## src/rtl/axi_pkg.sv

```systemverilog
// axi_pkg: AXI4 encodings, LSU transfer sizes and the LSU master FSM state type.
package axi_pkg;
    localparam logic [1:0] SZ_B = 2'b00;
    localparam logic [1:0] SZ_H = 2'b01;
    localparam logic [1:0] SZ_W = 2'b10;
    localparam logic [1:0] BURST_INCR = 2'b01;
    localparam logic [1:0] RESP_OKAY = 2'b00;
    localparam logic [1:0] RESP_EXOKAY = 2'b01;
    localparam logic [1:0] RESP_SLVERR = 2'b10;
    localparam logic [1:0] RESP_DECERR = 2'b11;

    typedef enum logic [2:0] {IDLE, RADDR, RDATA, WREQ, WRESP, RESP} lsu_state_e;

    function automatic logic misaligned(input logic [1:0] size, input logic [1:0] addr_lo);
        return (size == SZ_H && addr_lo[0]) || (size == SZ_W && addr_lo != 2'b00);
    endfunction
endpackage

```

## src/rtl/lsu_lane_align.sv

```systemverilog
// lsu_lane_align: byte-lane placement for stores and lane extraction/extension for loads.
module lsu_lane_align
    import axi_pkg::*;
(
    input  logic [1:0]  addr_lo,
    input  logic [1:0]  size,
    input  logic        uns,
    input  logic [31:0] wdata,
    input  logic [31:0] rdata,
    output logic [31:0] wdata_sh,
    output logic [3:0]  wstrb,
    output logic [31:0] ext_data
);
    logic [31:0] rsh;

    always_comb begin
        wdata_sh = wdata << {addr_lo, 3'b000};
        wstrb    = (size == SZ_B ? 4'b0001 : size == SZ_H ? 4'b0011 : 4'b1111) << addr_lo;
        rsh      = rdata >> {addr_lo, 3'b000};
        ext_data = size == SZ_B ? {{24{~uns & rsh[7]}}, rsh[7:0]} :
                   size == SZ_H ? {{16{~uns & rsh[15]}}, rsh[15:0]} : rsh;
    end
endmodule

```

## src/rtl/lsu_axi_master.sv

```systemverilog
// lsu_axi_master: turns single LSU load/store requests into single-beat AXI4 transactions.
module lsu_axi_master
    import axi_pkg::*;
#(
    parameter logic [3:0] AXI_ID       = 4'h1,
    parameter bit         MISALIGN_ERR = 1'b1
) (
    input  logic        clk,
    input  logic        reset,
    input  logic        req_valid,
    output logic        req_ready,
    input  logic        req_wen,
    input  logic [31:0] req_addr,
    input  logic [31:0] req_wdata,
    input  logic [1:0]  req_size,
    input  logic        req_unsigned,
    output logic        resp_valid,
    input  logic        resp_ready,
    output logic [31:0] resp_rdata,
    output logic        resp_err,
    output logic        lsu_awvalid,
    output logic [31:0] lsu_awaddr,
    output logic [3:0]  lsu_awid,
    output logic [7:0]  lsu_awlen,
    output logic [2:0]  lsu_awsize,
    output logic [1:0]  lsu_awburst,
    input  logic        lsu_awready,
    output logic        lsu_wvalid,
    output logic [31:0] lsu_wdata,
    output logic [3:0]  lsu_wstrb,
    output logic        lsu_wlast,
    input  logic        lsu_wready,
    input  logic        lsu_bvalid,
    input  logic [1:0]  lsu_bresp,
    input  logic [3:0]  lsu_bid,
    output logic        lsu_bready,
    output logic        lsu_arvalid,
    output logic [31:0] lsu_araddr,
    output logic [3:0]  lsu_arid,
    output logic [7:0]  lsu_arlen,
    output logic [2:0]  lsu_arsize,
    output logic [1:0]  lsu_arburst,
    input  logic        lsu_arready,
    input  logic        lsu_rvalid,
    input  logic [1:0]  lsu_rresp,
    input  logic [31:0] lsu_rdata,
    input  logic        lsu_rlast,
    input  logic [3:0]  lsu_rid,
    output logic        lsu_rready
);
    lsu_state_e  state_q, state_d;
    logic [31:0] addr_q, addr_d, wdata_q, wdata_d, rdata_q, rdata_d;
    logic [1:0]  size_q, size_d;
    logic        uns_q, uns_d, err_q, err_d;
    logic        aw_done_q, aw_done_d, w_done_q, w_done_d;
    logic [31:0] wdata_sh, ext_data;
    logic [3:0]  wstrb;
    logic        unused_ids;

    assign unused_ids = ^{lsu_bid, lsu_rid};

    lsu_lane_align u_align (
        .addr_lo (addr_q[1:0]),
        .size    (size_q),
        .uns     (uns_q),
        .wdata   (wdata_q),
        .rdata   (lsu_rdata),
        .wdata_sh(wdata_sh),
        .wstrb   (wstrb),
        .ext_data(ext_data)
    );

    always_comb begin
        state_d     = state_q;
        addr_d      = addr_q;
        wdata_d     = wdata_q;
        size_d      = size_q;
        uns_d       = uns_q;
        rdata_d     = rdata_q;
        err_d       = err_q;
        aw_done_d   = aw_done_q;
        w_done_d    = w_done_q;
        req_ready   = 1'b0;
        resp_valid  = 1'b0;
        lsu_arvalid = 1'b0;
        lsu_rready  = 1'b0;
        lsu_awvalid = 1'b0;
        lsu_wvalid  = 1'b0;
        lsu_bready  = 1'b0;
        case (state_q)
            IDLE: begin
                req_ready = 1'b1;
                if (req_valid) begin
                    addr_d  = req_addr;
                    wdata_d = req_wdata;
                    size_d  = req_size;
                    uns_d   = req_unsigned;
                    rdata_d = '0;
                    err_d   = 1'b0;
                    if (MISALIGN_ERR && misaligned(req_size, req_addr[1:0])) begin
                        state_d = RESP;
                        err_d   = 1'b1;
                    end else begin
                        state_d = req_wen ? WREQ : RADDR;
                    end
                end
            end
            RADDR: begin
                lsu_arvalid = 1'b1;
                state_d     = lsu_arready ? RDATA : RADDR;
            end
            RDATA: begin
                lsu_rready = 1'b1;
                if (lsu_rvalid) begin
                    err_d   = (lsu_rresp != RESP_OKAY) || !lsu_rlast;
                    rdata_d = err_d ? '0 : ext_data;
                    state_d = RESP;
                end
            end
            WREQ: begin
                // each channel finishes independently; leave only when both have handshaken
                lsu_awvalid = !aw_done_q;
                lsu_wvalid  = !w_done_q;
                aw_done_d   = aw_done_q | lsu_awready;
                w_done_d    = w_done_q | lsu_wready;
                if (aw_done_d && w_done_d) begin
                    state_d   = WRESP;
                    aw_done_d = 1'b0;
                    w_done_d  = 1'b0;
                end
            end
            WRESP: begin
                lsu_bready = 1'b1;
                if (lsu_bvalid) begin
                    err_d   = lsu_bresp != RESP_OKAY;
                    rdata_d = '0;
                    state_d = RESP;
                end
            end
            RESP: begin
                resp_valid = 1'b1;
                state_d    = resp_ready ? IDLE : RESP;
            end
            default: state_d = IDLE;
        endcase
    end

    // payload is zeroed whenever its channel is not presenting a request
    always_comb begin
        lsu_araddr  = lsu_arvalid ? addr_q : '0;
        lsu_arid    = lsu_arvalid ? AXI_ID : '0;
        lsu_arlen   = '0;
        lsu_arsize  = lsu_arvalid ? {1'b0, size_q} : '0;
        lsu_arburst = lsu_arvalid ? BURST_INCR : '0;
        lsu_awaddr  = lsu_awvalid ? addr_q : '0;
        lsu_awid    = lsu_awvalid ? AXI_ID : '0;
        lsu_awlen   = '0;
        lsu_awsize  = lsu_awvalid ? {1'b0, size_q} : '0;
        lsu_awburst = lsu_awvalid ? BURST_INCR : '0;
        lsu_wdata   = lsu_wvalid ? wdata_sh : '0;
        lsu_wstrb   = lsu_wvalid ? wstrb : '0;
        lsu_wlast   = lsu_wvalid;
        resp_rdata  = rdata_q;
        resp_err    = err_q;
    end

    always_ff @(posedge clk) begin
        if (reset) begin
            state_q   <= IDLE;
            addr_q    <= '0;
            wdata_q   <= '0;
            size_q    <= '0;
            uns_q     <= 1'b0;
            rdata_q   <= '0;
            err_q     <= 1'b0;
            aw_done_q <= 1'b0;
            w_done_q  <= 1'b0;
        end else begin
            state_q   <= state_d;
            addr_q    <= addr_d;
            wdata_q   <= wdata_d;
            size_q    <= size_d;
            uns_q     <= uns_d;
            rdata_q   <= rdata_d;
            err_q     <= err_d;
            aw_done_q <= aw_done_d;
            w_done_q  <= w_done_d;
        end
    end
endmodule

```

## config.mk

```make
export PLATFORM = sky130hd
export DESIGN_NAME = lsu_axi_master
export DESIGN_NICKNAME = d
export VERILOG_FILES = /design/src/rtl/axi_pkg.sv /design/src/rtl/lsu_lane_align.sv /design/src/rtl/lsu_axi_master.sv
export SDC_FILE = /design/constraint.sdc
export NUM_CORES = 1
export LEC_CHECK = 0
export CORE_MARGIN = 2
export CORE_UTILIZATION = 41
export DETAILED_ROUTE_END_ITERATION = 8
export GPL_TIMING_DRIVEN = 0
export PLACE_DENSITY = 0.88
export REMOVE_ABC_BUFFERS = 1
export SLEW_MARGIN = 20
export SYNTH_ARGS = -nofsm -noshare
export SYNTH_HDL_FRONTEND = slang
export SYNTH_SLANG_ARGS = --single-unit
```

## constraint.sdc

```tcl
create_clock -name clk -period 2.4 [get_ports clk]
set_clock_uncertainty 0.2 [all_clocks]
set_input_delay 0.48 -clock clk [delete_from_list [all_inputs] [get_ports clk]]
set_output_delay 0.48 -clock clk [all_outputs]
set_load 0.02 [all_outputs]
```

* Word level (Yosys, flattened, before mapping) *
Cells that the tools add are included.

storage, ports and cells
  word-level logic and storage cells = 88
  flip-flop bits (word level) = 105
  input bits = 122
  output and inout bits = 175

cells by class
  reduce and logical (&&, ||, !) cells = 17
  shift operators = 3
  bitwise operators = 5
  equality and inequality tests = 12
  muxes and demuxes = 42

operator list
  kind                                                              number
  32-bit 2-to-1 mux                                                 9
  32-bit one-hot mux with 3 select lines                            1
  32-bit by 5-bit << shifter with 32-bit output                     1
  32-bit by 5-bit >> shifter with 32-bit output                     1
  3-bit 2-to-1 mux                                                  6
  3-bit one-hot mux with 6 select lines                             1
  1-bit 2-to-1 mux                                                  17
  4-bit 2-to-1 mux                                                  3
  2-bit 2-to-1 mux                                                  4
  2-bit != test (second input constant)                             4
  4-bit AND reduction                                               2
  3-bit by 2-bit == test with 1-bit output (second input constant)  2
  3-bit == test (second input constant)                             2
  2-bit nonzero test                                                3
  2-bit by 1-bit == test with 1-bit output (second input constant)  2
  4-bit by 2-bit << shifter with 4-bit output                       1
  3-bit by 1-bit == test with 1-bit output (second input constant)  1
  1-bit logical AND                                                 3
  1-bit logical NOT                                                 3
  3-bit logical NOT                                                 1
  1-bit one-hot mux with 3 select lines                             1
  3-bit nonzero test                                                1
  1-bit AND                                                         2
  2-bit == test (second input constant)                             1
  other kinds (5)                                                   7

* Depth between registers and ports, before layout *
  word-level depth = 7
  mapped depth = 8
  depth with buffers taken out = 4

* By module *
A second synthesis with hierarchy kept.

unflattened totals
  cells, all modules = 855
  area, all modules = 6,403.6 sq um

modules (own cells, without submodules)
  module          instances  cells each  seq. area each (sq um)  area an instance (sq um)
  lsu_axi_master  1          652         2,102.0                 4,979.8
  lsu_lane_align  1          203         0.0                     1,423.9

* Worst setup path before layout *
OpenSTA, ideal clock, no wires.

  path type = register -> output
  start = register addr_q[0]
  end = output port lsu_wstrb[2]
  arrival = 1.766 ns
  path buffers = 3
  setup slack = -0.046 ns
  required time = 1.720 ns
  cell stages (with the launch flop) = 6
  cell sequence = dfxtp_1 > buf_6 > clkbuf_1 > clkbuf_1 > nand2_1 > a221oi_1

between the ends
  cells in the longest elaborated chain, start to end = 2

ends and longest elaborated chain
  item                                         line                   RTL
  start, declared                              lsu_axi_master.sv:52   logic [31:0] addr_q, addr_d, wdata_q, wdata_d, rdata_q, rdata_d;
  start signal, assigned                       lsu_axi_master.sv:180  addr_q <= addr_d;
  4-bit by 2-bit << shifter with 4-bit output  lsu_lane_align.sv:18   wstrb = (size == SZ_B ? 4'b0001 : size == SZ_H ? 4'b0011 : 4'b1111) << addr_lo;
  4-bit 2-to-1 mux                             lsu_axi_master.sv:161  lsu_wstrb = lsu_wvalid ? wstrb : '0;
  end, declared                                lsu_axi_master.sv:30   output logic [3:0] lsu_wstrb,

No other way between the ends.

* Worst setup path in the final report *
  start = register state_q[0]
  end = output port lsu_wdata[3]

between the ends
  cells in the longest elaborated chain, start to end = 3

ends and longest elaborated chain
  item                                      line                   RTL
  start, declared                           lsu_axi_master.sv:51   lsu_state_e state_q, state_d;
  start signal, assigned                    lsu_axi_master.sv:179  state_q <= state_d;
  3-bit by 2-bit == test with 1-bit output  lsu_axi_master.sv:90   case (state_q)
  1-bit 2-to-1 mux                          lsu_axi_master.sv:90
  32-bit 2-to-1 mux                         lsu_axi_master.sv:160  lsu_wdata = lsu_wvalid ? wdata_sh : '0;
  end, declared                             lsu_axi_master.sv:29   output logic [31:0] lsu_wdata,

No other way between the ends.

==> flow_summary.yaml <==
run_status:
  status: "complete, but fails checks"
  violations: "setup timing"
clock_network:
  path_clk_slew_ns: 0.07
  cts_tree: "built"
  cts_sinks: 105
  clk_latency_ns: 0.36
  root_buffer: "clkbuf_16"
  clk_path_buf_depth: 2
  cts_max_level: 3
  cts_buffers: 9
routing:
  drt-met1-wl_um: 8640
  drc: 0
  drt_iter0_markers: 542
  routed_via_density: 5.44
  wirelength_um: 22600
  firstDrtPassIters: 6
  top_layer: "met4"
  wl_met2_um: 11400
  ant_nets: 0
  vias: 6621
  drt-wirelength-per-cell_um: 18.5
  wl_met3_um: 1960
worst_setup_path:
  cp_max_fo: 4
  crit_required_ns: 1.72
  cp_common_cell: "buf_6"
  path_cells: "buf_6, nand4bb_4, or2_4, nor2_4, buf_6, and2_4, buf_6"
  cp-start-kind: "register"
  cpMaxStageDelayCell: "dfxtp_4"
  end_kind: "output pin"
  slowest_delay_ns: 0.39
  worstSetupPathType: "reg -> out"
  arrival_ns: 1.82
timing:
  final-hold-violation-count: 0
  slew_viol_final: 0
  relSlewSlack_pct: 37.7
  setup_ws_ns: -0.0970
  worstMarginPinSlew_ns: 0.932
  period_minus_slack_ns: 2.50
  finalCritPeriodShare_pct: 104
  setup_violations: 20
  timing.fmax_mhz: 400
  rsz0062_at_grt: "yes"
  tns_ns: -0.822
hold_path:
  hp-class: "reg -> reg"
logic_synthesis:
  synthCells: 772
  synth_edf_count: 0
  yosys_warnings: 0
  async_reset_ff_share_pct: 0
  yosys.cell_types.count: 50
  synth.avg_cell_area_um2: 7.61
  ys.flop_type: "dfxtp_1"
  syn-cell-area_mm2: 0.00588
  ys_seq_area_share_pct: 35.8
  synth-seq-cells: 105
cells_and_area:
  fin_nets: 1156
  final_common_cell: "clkdlybuf4s50_1"
  synthToLayoutAreaGrowth_pct: 58.5
  diodes: 0
  drive_gt1_share_pct: 24.5
  register_area_mm2: 0.00213
  multi_input_comb_area_mm2: 0.00365
  mostFrequentLayoutCells: "145 x clkdlybuf4s50_1, 144 x nand2_1, 109 x a21oi_1"
  final_area_mm2: 0.00932
  nFillCells: 1126
global_route:
  grt_max_degree: 68
  grt_usage_pct: 28.2
  grt_first_pass_wirelength_um: 33200
  antenna_found_initial: 0
  grt_overflow_total: 0
  grt_pass1_vias: 6323
pwr:
  power_density_mw_per_mm2: 653
  p_leak_nw: 3.65
  ir_drop_mv: 0.518
floorplanning:
  start_util_pct: 42.2
  ios: 297
  die_x_um: 124
  coreArea_mm2: 0.0139
  die_area_mm2: 0.0153
  rows: 43
  fp.dieH_um: 124
job:
  cap_viol_max_count: 0
placement:
  routabilityCongestion: 0.894
  io_buffers: 262
  dpl-instance-area_mm2: 0.00840
  hpwl_um: 13200
==> through the flow <==
| step | utilization (%) | setup slack, ns | power [W] | hold WS, ns | std cells |
|---|---|---|---|---|---|
| after global routing | 66.9 | -0.144 | 0.00636 | 0.274 | 1218 |
| after global placement | 59.5 | -3.03 | 0.00404 | 0.238 | 1142 |
| final | 66.9 | -0.0970 | 0.00609 | 0.256 | 1218 |
| after floorplan | - | -2.05 | 0.00323 | 0.226 | 700 |
| after detailed placement | 60.3 | -2.24 | 0.00409 | 0.242 | 1147 |
| after CTS | 65.5 | -0.180 | 0.00591 | 0.252 | 1210 |
==> layer usage <==
| layer | up-vias | global-route usage, % |
|---|---|---|
| met5 | - | 0 |
| met4 | 0 | 11.4 |
| met3 | 62 | 7.51 |
| met2 | 314 | 49.2 |
| met1 | 3134 | 32.6 |
| li1 | 3111 | - |
==> cell families after synthesis <==
| kind of cell | count (synthesis) | synth area share (%) |
|---|---|---|
| compound gates | 208 | 21.5 |
| other cells | 1 | 0.0638 |
| buf+inv | 104 | 9.41 |
| simple gates | 311 | 25.8 |
| xor+xnor | 1 | 0.149 |
| flops | 105 | 35.8 |
| mux | 42 | 7.36 |
==> power by group <==
group	internal, W	total (W)	switching [W]	leakage, nW
sequential	0.00194	0.00213	0.000187	0.860
combinational	0.00101	0.00245	0.00143	2.64
clock	0.000836	0.00152	0.000681	0.142
==> flip-flops by register name, summed over array words and instances (netlist names) <==
register / count
uns_q: 1
size_q: 2
aw_done_q: 1
resp_rdata: 32
wdata_q: 32
addr_q: 32
state_q: 3
w_done_q: 1
resp_err: 1
==> area by class of cell <==
cell class / instances / share of cell area, %
multi-input cells: 592 / 39.2
flip-flops and latches: 105 / 22.8
repair buffers: 319 / 32.0
clock inverters: 4 / 0.564
clock buffers: 11 / 2.60
inverters: 7 / 0.349
well taps: 180 / 2.42
==> worst max-delay path: cells and delay by family, from the launching register on <==
kind	cells	cell delay, ns
buffers and inverters	3	0.36
and+or+nand+nor	4	0.72
DFF	1	0.39
==> worst paths after layout <==
| path | startpoint | end | slack, ns | cells after the start |
|---|---|---|---|---|
| setup / recovery | state_q[0]$_SDFFE_PP0P_ | lsu_wdata[3] | -0.1 | 7 |
| hold / removal | wdata_q[20]$_SDFFE_PP0P_ | wdata_q[20]$_SDFFE_PP0P_ | 0.26 | 2 |
| setup reg to reg | state_q[1]$_SDFFE_PP0P_ | resp_err$_SDFFE_PP0P_ | 0.05 | 5 |
| hold reg to reg | wdata_q[20]$_SDFFE_PP0P_ | wdata_q[20]$_SDFFE_PP0P_ | 0.26 | 2 |
==> repair_timing <==
item / 4_1_cts / 5_1_grt
resized for setup: 482 / 142
setup buffers: 44 / 9
gates cloned: 4 / 2
hold buffers: 0 / 0
pin swaps: 10 / 14
endpoints found under the setup margin: 150 / 107
==> cells in the mapped netlist (2+ instances only) <==
master | instances | area, um^2
o32ai_1 | 9 | 78.8
nand2_1 | 145 | 544
or3_1 | 2 | 12.5
buf_4 | 32 | 240
o2bb2ai_1 | 9 | 78.8
nor3_1 | 9 | 45.0
clkbuf_1 | 51 | 191
a21oi_1 | 113 | 566
buf_2 | 10 | 50.1
nand4_1 | 8 | 50.1
mux2i_1 | 34 | 340
o21ai_1 | 6 | 30.0
o211ai_1 | 15 | 113
nor2b_1 | 10 | 62.6
buf_6 | 4 | 45.0
and2_1 | 76 | 475
mux2_2 | 7 | 78.8
inv_1 | 6 | 22.5
nor2_1 | 40 | 150
o21ai_0 | 26 | 130
nand2b_1 | 10 | 62.6
dfxtp_1 | 105 | 2100
a211oi_1 | 18 | 135
(Power assumes the default switching activity.)
